**src/rtl/gpr_wb_ctrl_pkg.sv**
```systemverilog
// Shared types and constants for the GPR write-back controller.
package gpr_wb_ctrl_pkg;
  localparam int XLEN       = 64;
  localparam int REG_ADDR_W = 5;
  localparam int STARVE_W   = 4;
  localparam logic [REG_ADDR_W-1:0] REG_X0 = '0;

  typedef struct packed {
    logic                  valid;
    logic [REG_ADDR_W-1:0] rd;
    logic [XLEN-1:0]       data;
  } wb_req_t;
endpackage

```
**src/rtl/gpr_wb_ctrl_scoreboard.sv**
```systemverilog
// Busy vector of registers with an outstanding MDU write, plus the RAW/WAW lookup for ID.
module gpr_scoreboard
  import gpr_wb_ctrl_pkg::*;
(
  input  logic                  clk,
  input  logic                  rst,
  input  logic                  set_en,
  input  logic [REG_ADDR_W-1:0] set_rd,
  input  logic                  clr_en,
  input  logic [REG_ADDR_W-1:0] clr_rd,
  input  logic                  chk_valid,
  input  logic [REG_ADDR_W-1:0] chk_rs1,
  input  logic [REG_ADDR_W-1:0] chk_rs2,
  input  logic [REG_ADDR_W-1:0] chk_rd,
  input  logic                  chk_dest_wen,
  output logic                  stall
);
  logic [31:1] busy_q, busy_d;
  logic [31:0] busy_v;

  // x0 slot is hardwired clear so lookups need no special case
  assign busy_v = {busy_q, 1'b0};

  always_comb begin
    busy_d = busy_q;
    for (int i = 1; i < 32; i++) begin
      if (clr_en && clr_rd == REG_ADDR_W'(i)) busy_d[i] = 1'b0;
      if (set_en && set_rd == REG_ADDR_W'(i)) busy_d[i] = 1'b1;
    end
  end

  always_ff @(posedge clk or posedge rst) begin
    if (rst) busy_q <= '0;
    else     busy_q <= busy_d;
  end

  assign stall = chk_valid & (busy_v[chk_rs1] | busy_v[chk_rs2] |
                              (chk_dest_wen & busy_v[chk_rd]));
endmodule

```
**src/rtl/gpr_wb_ctrl.sv**
```systemverilog
// GPR write-port owner: arbitrates LS/WB writes against a one-entry MDU result buffer.
module gpr_wb_ctrl
  import gpr_wb_ctrl_pkg::*;
#(
  parameter int XLEN       = 64,
  parameter int STARVE_MAX = 4
) (
  input  logic                  clk,
  input  logic                  rst,
  input  logic                  id_valid,
  input  logic [REG_ADDR_W-1:0] id_rs1,
  input  logic [REG_ADDR_W-1:0] id_rs2,
  input  logic [REG_ADDR_W-1:0] id_rd,
  input  logic                  id_dest_wen,
  input  logic                  id_long,
  input  logic                  id_fire,
  output logic                  id_stall,
  input  logic                  ls_valid,
  input  logic [REG_ADDR_W-1:0] ls_rd,
  input  logic                  ls_dest_wen,
  input  logic [XLEN-1:0]       ls_wdata,
  output logic                  ls_hold,
  input  logic                  mdu_valid,
  output logic                  mdu_ready,
  input  logic [REG_ADDR_W-1:0] mdu_rd,
  input  logic [XLEN-1:0]       mdu_wdata,
  output logic                  gpr_wen,
  output logic [REG_ADDR_W-1:0] gpr_rd,
  output logic [XLEN-1:0]       gpr_wdata
);
  wb_req_t               buf_q, buf_d;
  logic [STARVE_W-1:0]   starve_q, starve_d;
  logic                  ls_hold_q, ls_hold_d;
  logic                  ls_req, buf_commit, lose;

  assign ls_req     = ls_valid & ls_dest_wen & (ls_rd != REG_X0) & ~ls_hold_q;
  assign buf_commit = buf_q.valid & (~ls_req | ls_hold_q);
  assign lose       = buf_q.valid & ~buf_commit;
  assign mdu_ready  = ~buf_q.valid | buf_commit;
  assign ls_hold    = ls_hold_q;

  always_comb begin
    gpr_wen   = 1'b0;
    gpr_rd    = buf_q.rd;
    gpr_wdata = buf_q.data;
    if (ls_req) begin
      gpr_wen   = 1'b1;
      gpr_rd    = ls_rd;
      gpr_wdata = ls_wdata;
    end else if (buf_commit) begin
      gpr_wen   = (buf_q.rd != REG_X0);
    end
    // LS pass-through is combinational, so reset must mask it explicitly
    if (rst) gpr_wen = 1'b0;
  end

  always_comb begin
    buf_d = buf_q;
    if (mdu_valid && mdu_ready) begin
      buf_d.valid = 1'b1;
      buf_d.rd    = mdu_rd;
      buf_d.data  = mdu_wdata;
    end else if (buf_commit) begin
      buf_d.valid = 1'b0;
    end
    starve_d  = lose ? starve_q + 1'b1 : '0;
    // Hold is raised on the edge where the loss count reaches STARVE_MAX-1
    ls_hold_d = lose && (starve_q == STARVE_W'(STARVE_MAX - 2));
  end

  always_ff @(posedge clk or posedge rst) begin
    if (rst) begin
      buf_q     <= '0;
      starve_q  <= '0;
      ls_hold_q <= 1'b0;
    end else begin
      buf_q     <= buf_d;
      starve_q  <= starve_d;
      ls_hold_q <= ls_hold_d;
    end
  end

  gpr_scoreboard u_sb (
    .clk          (clk),
    .rst          (rst),
    .set_en       (id_fire & id_long & id_dest_wen & (id_rd != REG_X0)),
    .set_rd       (id_rd),
    .clr_en       (buf_commit),
    .clr_rd       (buf_q.rd),
    .chk_valid    (id_valid),
    .chk_rs1      (id_rs1),
    .chk_rs2      (id_rs2),
    .chk_rd       (id_rd),
    .chk_dest_wen (id_dest_wen),
    .stall        (id_stall)
  );
endmodule

```
**config.mk**
```make
export PLATFORM = sky130hd
export DESIGN_NAME = gpr_wb_ctrl
export DESIGN_NICKNAME = d
export VERILOG_FILES = /design/src/rtl/gpr_wb_ctrl_pkg.sv /design/src/rtl/gpr_wb_ctrl_scoreboard.sv /design/src/rtl/gpr_wb_ctrl.sv
export SDC_FILE = /design/constraint.sdc
export NUM_CORES = 1
export LEC_CHECK = 0
export CORE_UTILIZATION = 51
export DETAILED_ROUTE_END_ITERATION = 16
export GPL_ROUTABILITY_DRIVEN = 1
export PLACE_DENSITY_LB_ADDON = 0.3
export SETUP_SLACK_MARGIN = 0.5
export SYNTH_ARGS = -nofsm -noshare
export SYNTH_HDL_FRONTEND = slang
export SYNTH_HIERARCHICAL = 1
export SYNTH_SLANG_ARGS = --single-unit
```
**constraint.sdc**
```tcl
create_clock -name clk -period 7.13 [get_ports clk]
set_input_delay 1.0695 -clock clk [delete_from_list [all_inputs] [get_ports clk]]
set_output_delay 1.0695 -clock clk [all_outputs]
set_load 0.02 [all_outputs]
```
==> results.txt <==
----------------------------------------------------
[Synthesis]
  Leading post-synthesis cells by instance count ... 106 x sky130_fd_sc_hd__dfrtp_1, 80 x sky130_fd_sc_hd__nand2b_1, 79 x sky130_fd_sc_hd__nand2_1
  Post-synthesis cell count ... 725
  Cell type with the largest total area after synthesis ... sky130_fd_sc_hd__dfrtp_1
  Top-area cell type share of the netlist area ... approximately 37%
  Post-synth design cell area ... approximately 7000 um^2
  Multiplexer share of the synthesized area ... about 19%
  Number of enable-type register cells in the synthesized netlist ... 0
  Synthesized-area fraction occupied by and/or/nand/nor cells ... between 15 and 20%
  Number of storage elements in the synthesis netlist ... about 110
  Synth cell types ... 50
  Combinational family with the most area after synthesis ... compound AO/OA/AOI/OAI gates
  Synthesized-area fraction occupied by adder cells ... less than 1%
  Top cells by area, synth ... sky130_fd_sc_hd__dfrtp_1 37%, sky130_fd_sc_hd__mux2_2 11%, sky130_fd_sc_hd__o2111ai_1 8.4%, sky130_fd_sc_hd__nand2b_1 7.0%, sky130_fd_sc_hd__o211ai_1 6.2%
  Most frequently used flop master after synthesis ... sky130_fd_sc_hd__dfrtp_1
  Most instantiated library cell after synthesis ... sky130_fd_sc_hd__dfrtp_1
  Post-synth net total ... 889
  Post-synthesis share of cell area spent on xor and xnor gates ... less than 1%
  Async set or reset register ratio after synthesis ... 100%
  Synth Area in Compound Gates ... 23.2%
  Warnings from Yosys ... 6
  Average footprint of a synthesized cell ... around 9.9 um^2
  Post-synthesis sequential area ratio ... a little under two fifths

[Timing]
  Setup violations, final ... 0
  Final clock period utilization by the worst path ... between 70 and 80%
  Final count of pins violating max slew ... 0
  Final hold violations ... 0
  Setup repair after global routing missed its margin ... no
  Headroom to the max-slew limit ... approximately a quarter
  Upper clock frequency limit ... between 0.15 and 0.2 GHz
  Final Skew ... roughly 16 ps
  Summed negative setup slack over all endpoints ... 0 ps
  Hold Slack ... roughly 480 ps
  Worst slew pin tran ... approximately 1100 ps
  Min Clock Period, post-route ... between 5000 and 6000 ps

[Routing]
  Total wire length ... 21900 um
  Post-detailed-route DRC marker count ... 0
  Antenna-violating nets left ... 0
  DR vias/cell ... 6.30
  Routed length per placed instance ... a little over 20 um
  Vias after detailed routing ... between 6000 and 7000
  First-iteration detailed-routing DRC count ... approximately 610
  Count of TritonRoute iterations in the first routing pass ... 5

[Clock tree]
  Clock Root Buffer ... sky130_fd_sc_hd__clkbuf_16
  CTS tree ... yes
  Count of buffers added by post-CTS timing repair for setup ... 0
  Cts bufs inserted ... 9
  CTS hold repair buffers ... 0
  Post-CTS Resized ... 0
  # H-tree levels ... 3
  Clock buffer depth ... 2
  Sinks on the clock net ... ~110
  Clock transition time at the flip-flop clock pins of the worst setup and hold paths ... roughly 70 ps
  Clk Latency, worst-skew pair ... about 350 ps

[Critical path]
  Category of the worst setup path launch point ... input port
  Required arrival time at the worst endpoint ... between 6000 and 7000 ps
  Max stage delay cell, worst path ... sky130_fd_sc_hd__or4_2
  Arrival @ worst endpoint ... ~4600 ps
  Crit path max fanout ... 34
  Element type at the critical path end ... primary output
  Cell type with the highest occurrence count on the critical path ... sky130_fd_sc_hd__clkdlybuf4s50_1
  Ordered list of cells on the worst path ... clkdlybuf4s50_1 > or4_2 > o21ai_4 > buf_4 > mux2_2 > clkdlybuf4s50_1
  Type of the worst setup path ... in -> out
  Critical path's largest stage delay ... around 1100 ps

[Placement]
  Buffers added on ports ... between 200 and 250
  Placer Congestion ... about 0.88
  Placed cell areas ... around 9500 um^2
  HPWL after detailed placement ... about 15000 um

[Global routing]
  Initial antenna violation count ... 1
  Residual overflow from global routing ... 0
  Pin count of the biggest net entering global routing ... 140
  GR Util All Layers ... around 31%
  Global-route wire length before repair ... roughly 35000 um
  Vias in the first global route ... ~6800

[Power]
  Total power density per cell area ... about 190 nW/um^2
  Static leakage power ... approximately 3.7 nW
  Total power consumption of the routed design ... ~1.9 mW
  Worst IR Drop VDD ... between 0.15 and 0.2 mV

[Flow run]
  Maximum capacitance violations ... 0

[Finish]
  Area added between synthesis and finish ... 36.3%
  # nets final ... ~1100
  Finished layout cell area ... ~9800 um^2
  Fraction of layout cells with a size suffix above 1 ... between 10% and 20%

[Die]
  Die area ... about 15000 um^2
  I/O pin count ... ~240
  Total number of placement rows ... 42
  Core footprint ... between 10000 and 15000 um^2
  Height of the die ... ~120 um
  Starting utilization of the core area ... a little over half
  Die Wd ... 121 um

[Outcome]
  Outcome ... finished clean

[Hold path]
  Worst min-delay path category ... reg -> reg

----------------------------------------------------
==> worst max-delay path: cells and delay by family <==
family / cells / cell delay (ps)
AND/OR/NAND/NOR: 1 / 1080
AO/OA/AOI/OAI: 1 / 620
multiplexers: 1 / 400
buffers and inverters: 3 / 1380
==> registers in the layout, indices dropped and copies added (netlist names) <==
| signal | count |
|---|---|
| buf_q | 70 |
| u_sb/busy_q | 31 |
| starve_q | 4 |
| ls_hold | 1 |
==> logic make-up after synthesis <==
logic type	count (synthesis)
compound gates	224
simple gates	213
flops	106
mux	101
buf+inv	77
xor+xnor	2
fa+ha+maj	2
==> layout by cell type, fill, tap and decap left out, types with 5 or more instances in the layout <==
cell	netlist	routed
sky130_fd_sc_hd__clkdlybuf4s50_1	0	232
sky130_fd_sc_hd__dfrtp_1	106	105
sky130_fd_sc_hd__nand2b_1	80	80
sky130_fd_sc_hd__nand2_1	79	79
sky130_fd_sc_hd__o2111ai_1	69	69
sky130_fd_sc_hd__mux2_2	69	69
sky130_fd_sc_hd__o21ai_0	65	65
sky130_fd_sc_hd__o211ai_1	59	59
sky130_fd_sc_hd__nor2_1	11	11
sky130_fd_sc_hd__o211ai_2	10	10
sky130_fd_sc_hd__mux4_2	10	10
sky130_fd_sc_hd__clkbuf_16	0	9
sky130_fd_sc_hd__mux2i_1	9	9
sky130_fd_sc_hd__mux2_1	7	7
sky130_fd_sc_hd__inv_1	8	7
sky130_fd_sc_hd__buf_4	7	7
sky130_fd_sc_hd__nand3_1	6	6
sky130_fd_sc_hd__mux4_1	6	6
sky130_fd_sc_hd__nor3_1	5	5
sky130_fd_sc_hd__nand3b_1	5	5
==> final cells by class <==
class,count,area [um^2]
repair buffers,241,2400
inverters,8,31.3
well taps,176,220
multi-input cells,542,4170
clock inverters,4,48.8
fillers,945,3720
flip-flops and latches,106,2650
clock buffers,11,253
diodes,1,2.50
==> report_power, final <==
group | internal (mW) | leakage [nW] | switching, mW
registers | 0.677 | 1.33 | 0.0848
clock network | 0.290 | 0.152 | 0.225
logic | 0.316 | 2.25 | 0.273
total | 1.28 | 3.73 | 0.583
==> per-layer routing <==
layer / share of wire, % / vias up / global-route usage [%]
li1: - / 3141 / -
met1: 40 / 3346 / 38.7
met2: 50 / 328 / 50.4
met3: 6.6 / 50 / 5.85
met4: 3.3 / 0 / 14.3
met5: 0 / - / 0
==> stage by stage <==
step / cells / setup slack [ps] / util [%]
4_1_cts: 1088 / 1530 / 72.4
6_report: 1089 / 1490 / 72.4
3_5_place_dp: 1073 / 1550 / 70.2
2_1_floorplan: 725 / 3490 / -
5_1_grt: 1089 / 1420 / 72.4
3_3_place_gp: 1073 / 1630 / 70.2
==> worst paths after layout <==
kind,start,endpoint,slack (ps),cells after the start
min in group asynchronous,rst,buf_q[57],1380,3
hold / removal,starve_q[3],ls_hold,480,1
hold reg to reg,starve_q[3],ls_hold,480,1
setup / recovery,ls_rd[1],gpr_rd[1],1490,6
setup reg to reg,ls_hold,ls_hold,4210,4
max in group asynchronous,rst,u_sb/busy_q[28],5020,2
Note: power is estimated with default switching activity, not from simulation.
==> variant 1, RTL diff (same settings) <==
Change the package constant `STARVE_W` from 4 to 5.
--- a/src/rtl/gpr_wb_ctrl_pkg.sv
+++ b/src/rtl/gpr_wb_ctrl_pkg.sv
@@ -2,7 +2,7 @@
 package gpr_wb_ctrl_pkg;
   localparam int XLEN       = 64;
   localparam int REG_ADDR_W = 5;
-  localparam int STARVE_W   = 4;
+  localparam int STARVE_W   = 5;
   localparam logic [REG_ADDR_W-1:0] REG_X0 = '0;
 
   typedef struct packed {
Check against the original RTL: no difference found for any inputs over 4 cycles, from zero or initial values and one cycle with rst high; that may be too few to reach the edited logic, so the function may still have changed.
==> variant 1 against the unedited design <==
Combinational power decreased by 1%; area after synthesis rose by 0.65%; critical path depth increased by 1; total power shrank 1.2%; setup slack improved by 140 ps; sequential cell count grew 1; wire length fell by 2.7%; design area rose by 0.27%.
==> variant 1: results (changes against the unedited design) <==
Detailed routing
  • DRT Pass-1 Iters: 5 (unchanged)
  • Routed wire per std cell: 19.4 um (-3.5%)
  • Via count: 6915 (+0.73%)
  • Iter 0 DRT Violations: 731 (+19%)
  • Top Metal Used: met4
  • Via density: 6.30 (about the same)
  • DRT met1 WL: 8.33 mm (-5.0%)
  • Met2 WL: 11.1 mm (+1.1%)
  • WL met3: 1.41 mm (-3.1%)

Setup path
  • Worst path slowest cell: or4_2
  • CP Max Fanout: 71 (+110%)
  • Slowest stage delay, CP: 660 ps (-420 ps)
  • Crit-path leading delay family: buffers and inverters

Synth
  • Gate Count Post-Synth: 730 (+0.69%)
  • Async SR Flop Fraction: 100% (unchanged)
  • Post-synth top cells: dfrtp_1 (107), nand2b_1 (81), nand2_1 (79), o2111ai_1 (69), mux2_2 (68)
  • Yosys warns: 6 (unchanged)
  • Yosys cell types: 50 (unchanged)
  • Top post-synthesis cells by area: dfrtp_1 (37%), mux2_2 (11%), o2111ai_1 (8.4%)
  • Synth Area in Adders: 0.347% (-0.0022 points)
  • Largest family of logic cells by synthesized area: compound AO/OA/AOI/OAI gates
  • Synth Area in Compound Gates: 23.0% (-0.15 points)
  • Syn nets: 894 (+0.56%)
  • XOR/XNOR Fraction of Synth Area: 0.364% (+0.12 points)
  • Sequential share of the synthesized area: 37.1% (+0.11 points)
  • Multiplexer share of the synthesized area: 18.4% (-0.12 points)

Placement
  • Dpl hpwl: 14.7 mm (-2.9%)
  • IO buf count: 234 (unchanged)
  • Final estimated routing congestion in global placement: 0.909 (+2.7%)

GRT
  • Met3 global-route usage: 5.36% (-0.49 points)
  • GR Util met1: 36.6% (-2.1 points)
  • Gr usage total: 29.3% (-1.2 points)
  • Met2 usage: 51.2% (+0.82 points)
  • Largest net degree at the start of global routing: 140 (unchanged)
  • Number of global-route vias before repair: 6694 (-1.8%)
  • Initial antenna violation count: 1 (unchanged)
  • First-pass GRT wire length: 34.0 mm (-2.6%)

Power
  • Max VDD drop: 0.113 mV (-28%)
  • LEAKAGE: 3.73 nW (about the same)

Clock network
  • H-Tree Depth: 3 (unchanged)
  • Post-CTS sizing: 0 (unchanged)
  • Max Root-Sink Buffers: 2 (unchanged)
  • Clock Latency Late Sink: 350 ps (about the same)
  • Clk slew on worst S/H paths: 70 ps (about the same)
  • Total CTS buffers: 9 (unchanged)
  • Post-CTS setup buffer count: 0 (unchanged)
  • Clock root cell: clkbuf_16

Timing
  • Final Skew: 8.38 ps (-7.33 ps)
  • Slew @ Worst Pin: 1150 ps (+6.85 ps)

Outcome
  • Status: completed

Cells and area
  • Biggest registers after layout: buf_q x70, u_sb/busy_q x31, starve_q x5
  • Layout cells sized above 1: 13.2% (-0.29 points)
  • FILL cells: 966 (+2.2%)

Hold path
  • Worst min-delay path category: flop to flop
==> variant 1: final timing paths <==
kind                       depth (start not counted)  slack [ps]                  start                         end
max                                                7        1630               ls_rd[1]               gpr_wdata[50]
min                                                1         470  starve_q[4]$_DFF_PP0_           ls_hold$_DFF_PP0_
max reg2reg                                        4        4520  buf_q[69]$_DFFE_PP0P_       buf_q[36]$_DFFE_PP0P_
min reg2reg                                        1         470  starve_q[4]$_DFF_PP0_           ls_hold$_DFF_PP0_
max in group asynchronous                          2        4940                    rst  u_sb/busy_q[8]$_DFFE_PP0P_
min in group asynchronous                          3        1450                    rst        buf_q[2]$_DFFE_PP0P_
==> variant 1: cell type report <==
cell class	count	area [um^2]	share of cell area [%]
antenna	1	2.50	0.0255
clock buffer	10	229	2.33
clock inverter	5	55.1	0.561
inverter	8	31.3	0.319
multi-input combinational	546	4190	42.7
sequential	107	2680	27.3
tap	180	225	2.30
timing repair buffer	241	2400	24.5
==> variant 1: power breakdown <==
group          internal, mW  total (mW)  switching [mW]
Sequential            0.683       0.770          0.0874
Combinational         0.315       0.583           0.267
Clock                 0.269       0.490           0.220
Total                  1.27        1.84           0.575
==> variant 1: cells by family (layout without fill, tap and decap cells) <==
family,Yosys count,after routing
AO/OA/AOI/OAI,224,224
buffers and inverters,77,264
flip-flops,107,107
multiplexers,101,101
XOR/XNOR,3,3
adder cells (fa/ha/maj),2,2
AND/OR/NAND/NOR,216,216
other,0,1
==> variant 1: through the flow <==
step	setup WS, ps	utilization [%]	cell area (um^2)
floorplan	3470	-	7220
global placement	1710	68.9	9520
detailed placement	1630	68.9	9520
CTS	1630	70.9	9810
global route	1540	70.9	9810
finish	1630	70.9	9810
==> variant 2, RTL diff (same settings) <==
Made on the original files. Make the reset (`rst`) synchronous in 2 clocked blocks.
--- a/src/rtl/gpr_wb_ctrl_scoreboard.sv
+++ b/src/rtl/gpr_wb_ctrl_scoreboard.sv
@@ -29,7 +29,7 @@
     end
   end
 
-  always_ff @(posedge clk or posedge rst) begin
+  always_ff @(posedge clk) begin
     if (rst) busy_q <= '0;
     else     busy_q <= busy_d;
   end
--- a/src/rtl/gpr_wb_ctrl.sv
+++ b/src/rtl/gpr_wb_ctrl.sv
@@ -68,7 +68,7 @@
     ls_hold_d = lose && (starve_q == STARVE_W'(STARVE_MAX - 2));
   end
 
-  always_ff @(posedge clk or posedge rst) begin
+  always_ff @(posedge clk) begin
     if (rst) begin
       buf_q     <= '0;
       starve_q  <= '0;
Formal check against the unedited RTL: differs if rst is asserted again (counterexample within 4 cycles, from zero or initial values and one cycle with rst high); with rst held inactive, the same outputs for 4 cycles.
==> variant 2 against the unedited design <==
Non-clock buffer count is 3 lower; design area is 19% lower; first-iteration DRC count is 54% lower; critical path depth stayed put; worst hold slack worse by 11 ps; combinational power is 42% lower; area after synthesis is 25% lower; setup slack better by 390 ps; sequential cell count stayed put; synthesized cell count is 30% lower; wire length is 22% lower; core utilization is 4.9 points higher; total power is 28% lower; highest routed layer unchanged.
==> variant 2: results (changes against the unedited design) <==
Detailed routing
  • WL met3: 1.22 mm (-16%)
  • Via count: 5048 (-26%)
  • Routed wire per std cell: 19.8 um (-1.7%)
  • Via density: 5.86 (-7.1%)

Setup path
  • Arrival @ worst endpoint: 4170 ps (-400 ps)
  • Worst R2R End: u_sb/busy_q[9]$_SDFFE_PP0P_
  • Origin of the worst setup path: ls_rd[4]
  • R2r setup slk: 4670 ps (+460 ps)
  • Reg-to-Reg Start: ls_hold$_SDFF_PP0_
  • Slowest stage delay, CP: 780 ps (-300 ps)
  • Crit path capture: gpr_wdata[0]

Clock network
  • Clock root cell: clkbuf_8

Synth
  • Synth Area in Compound Gates: 19.8% (-3.4 points)
  • Top post-synthesis cells by area: dfxtp_1 (39%), mux2_2 (15%), a22o_1 (11%)
  • Top FF cell, synth: dfxtp_1
  • Synth Area in Adders: 0.465% (+0.12 points)
  • Yosys cell types: 46 (-8.0%)
  • Multiplexer share of the synthesized area: 25.3% (+6.8 points)
  • Gate Count Post-Synth: 507 (-30%)
  • Sequential share of the synthesized area: 39.5% (+2.5 points)

Power
  • Clk. pwr: 0.365 mW (-29%)
  • Pwr dens: 169 nW/um^2 (-11%)
  • Max VDD drop: 0.142 mV (-9.8%)

GRT
  • Gr usage total: 30.5% (-0.086 points)
  • Met2 usage: 53.2% (+2.8 points)

Outcome
  • Status: completed

Placement
  • DP Worst Slack: 1880 ps (+336 ps)
  • Dpl hpwl: 13.1 mm (-14%)
  • Placed cells: 845 (-21%)
  • Final estimated routing congestion in global placement: 0.887 (+0.20%)

Timing
  • Final Cycle Share: 73.6% (-5.5 points)
  • Worst hold margin: 473 ps (-11.5 ps)
  • Slew @ Worst Pin: 897 ps (-248 ps)
  • Final Skew: 18.6 ps (+2.89 ps)

Cells and area
  • # nets final: 884 (-18%)
  • Layout cells sized above 1: 15.9% (+2.4 points)

Hold path
  • Hold_sp: starve_q[3]$_SDFF_PP0_
## variant 2: cell count changes after synthesis, moves of 58 or more
cell       delta
o211ai_1     -58
o2111ai_1    -67
a22o_1       +68
nand2b_1     -72
dfxtp_1     +106
dfrtp_1     -106
## variant 2: cells by family (layout without fill, tap and decap cells)
| group | Yosys count | after routing |
|---|---|---|
| compound gates | 149 | 149 |
| flops | 106 | 106 |
| simple gates | 105 | 105 |
| mux | 101 | 101 |
| buf+inv | 42 | 260 |
| fa+ha+maj | 2 | 2 |
| xor+xnor | 2 | 2 |
| other cells | 0 | 1 |
## variant 2: cell type report
class	count	area [um^2]	share of cell area, %
antenna	1	2.50	0.0315
clock inverter	7	83.8	1.06
multi-input combinational	359	3050	38.4
timing repair buffer	238	2370	29.9
sequential	106	2120	26.7
inverter	6	22.5	0.284
clock buffer	9	124	1.56
tap	136	170	2.14
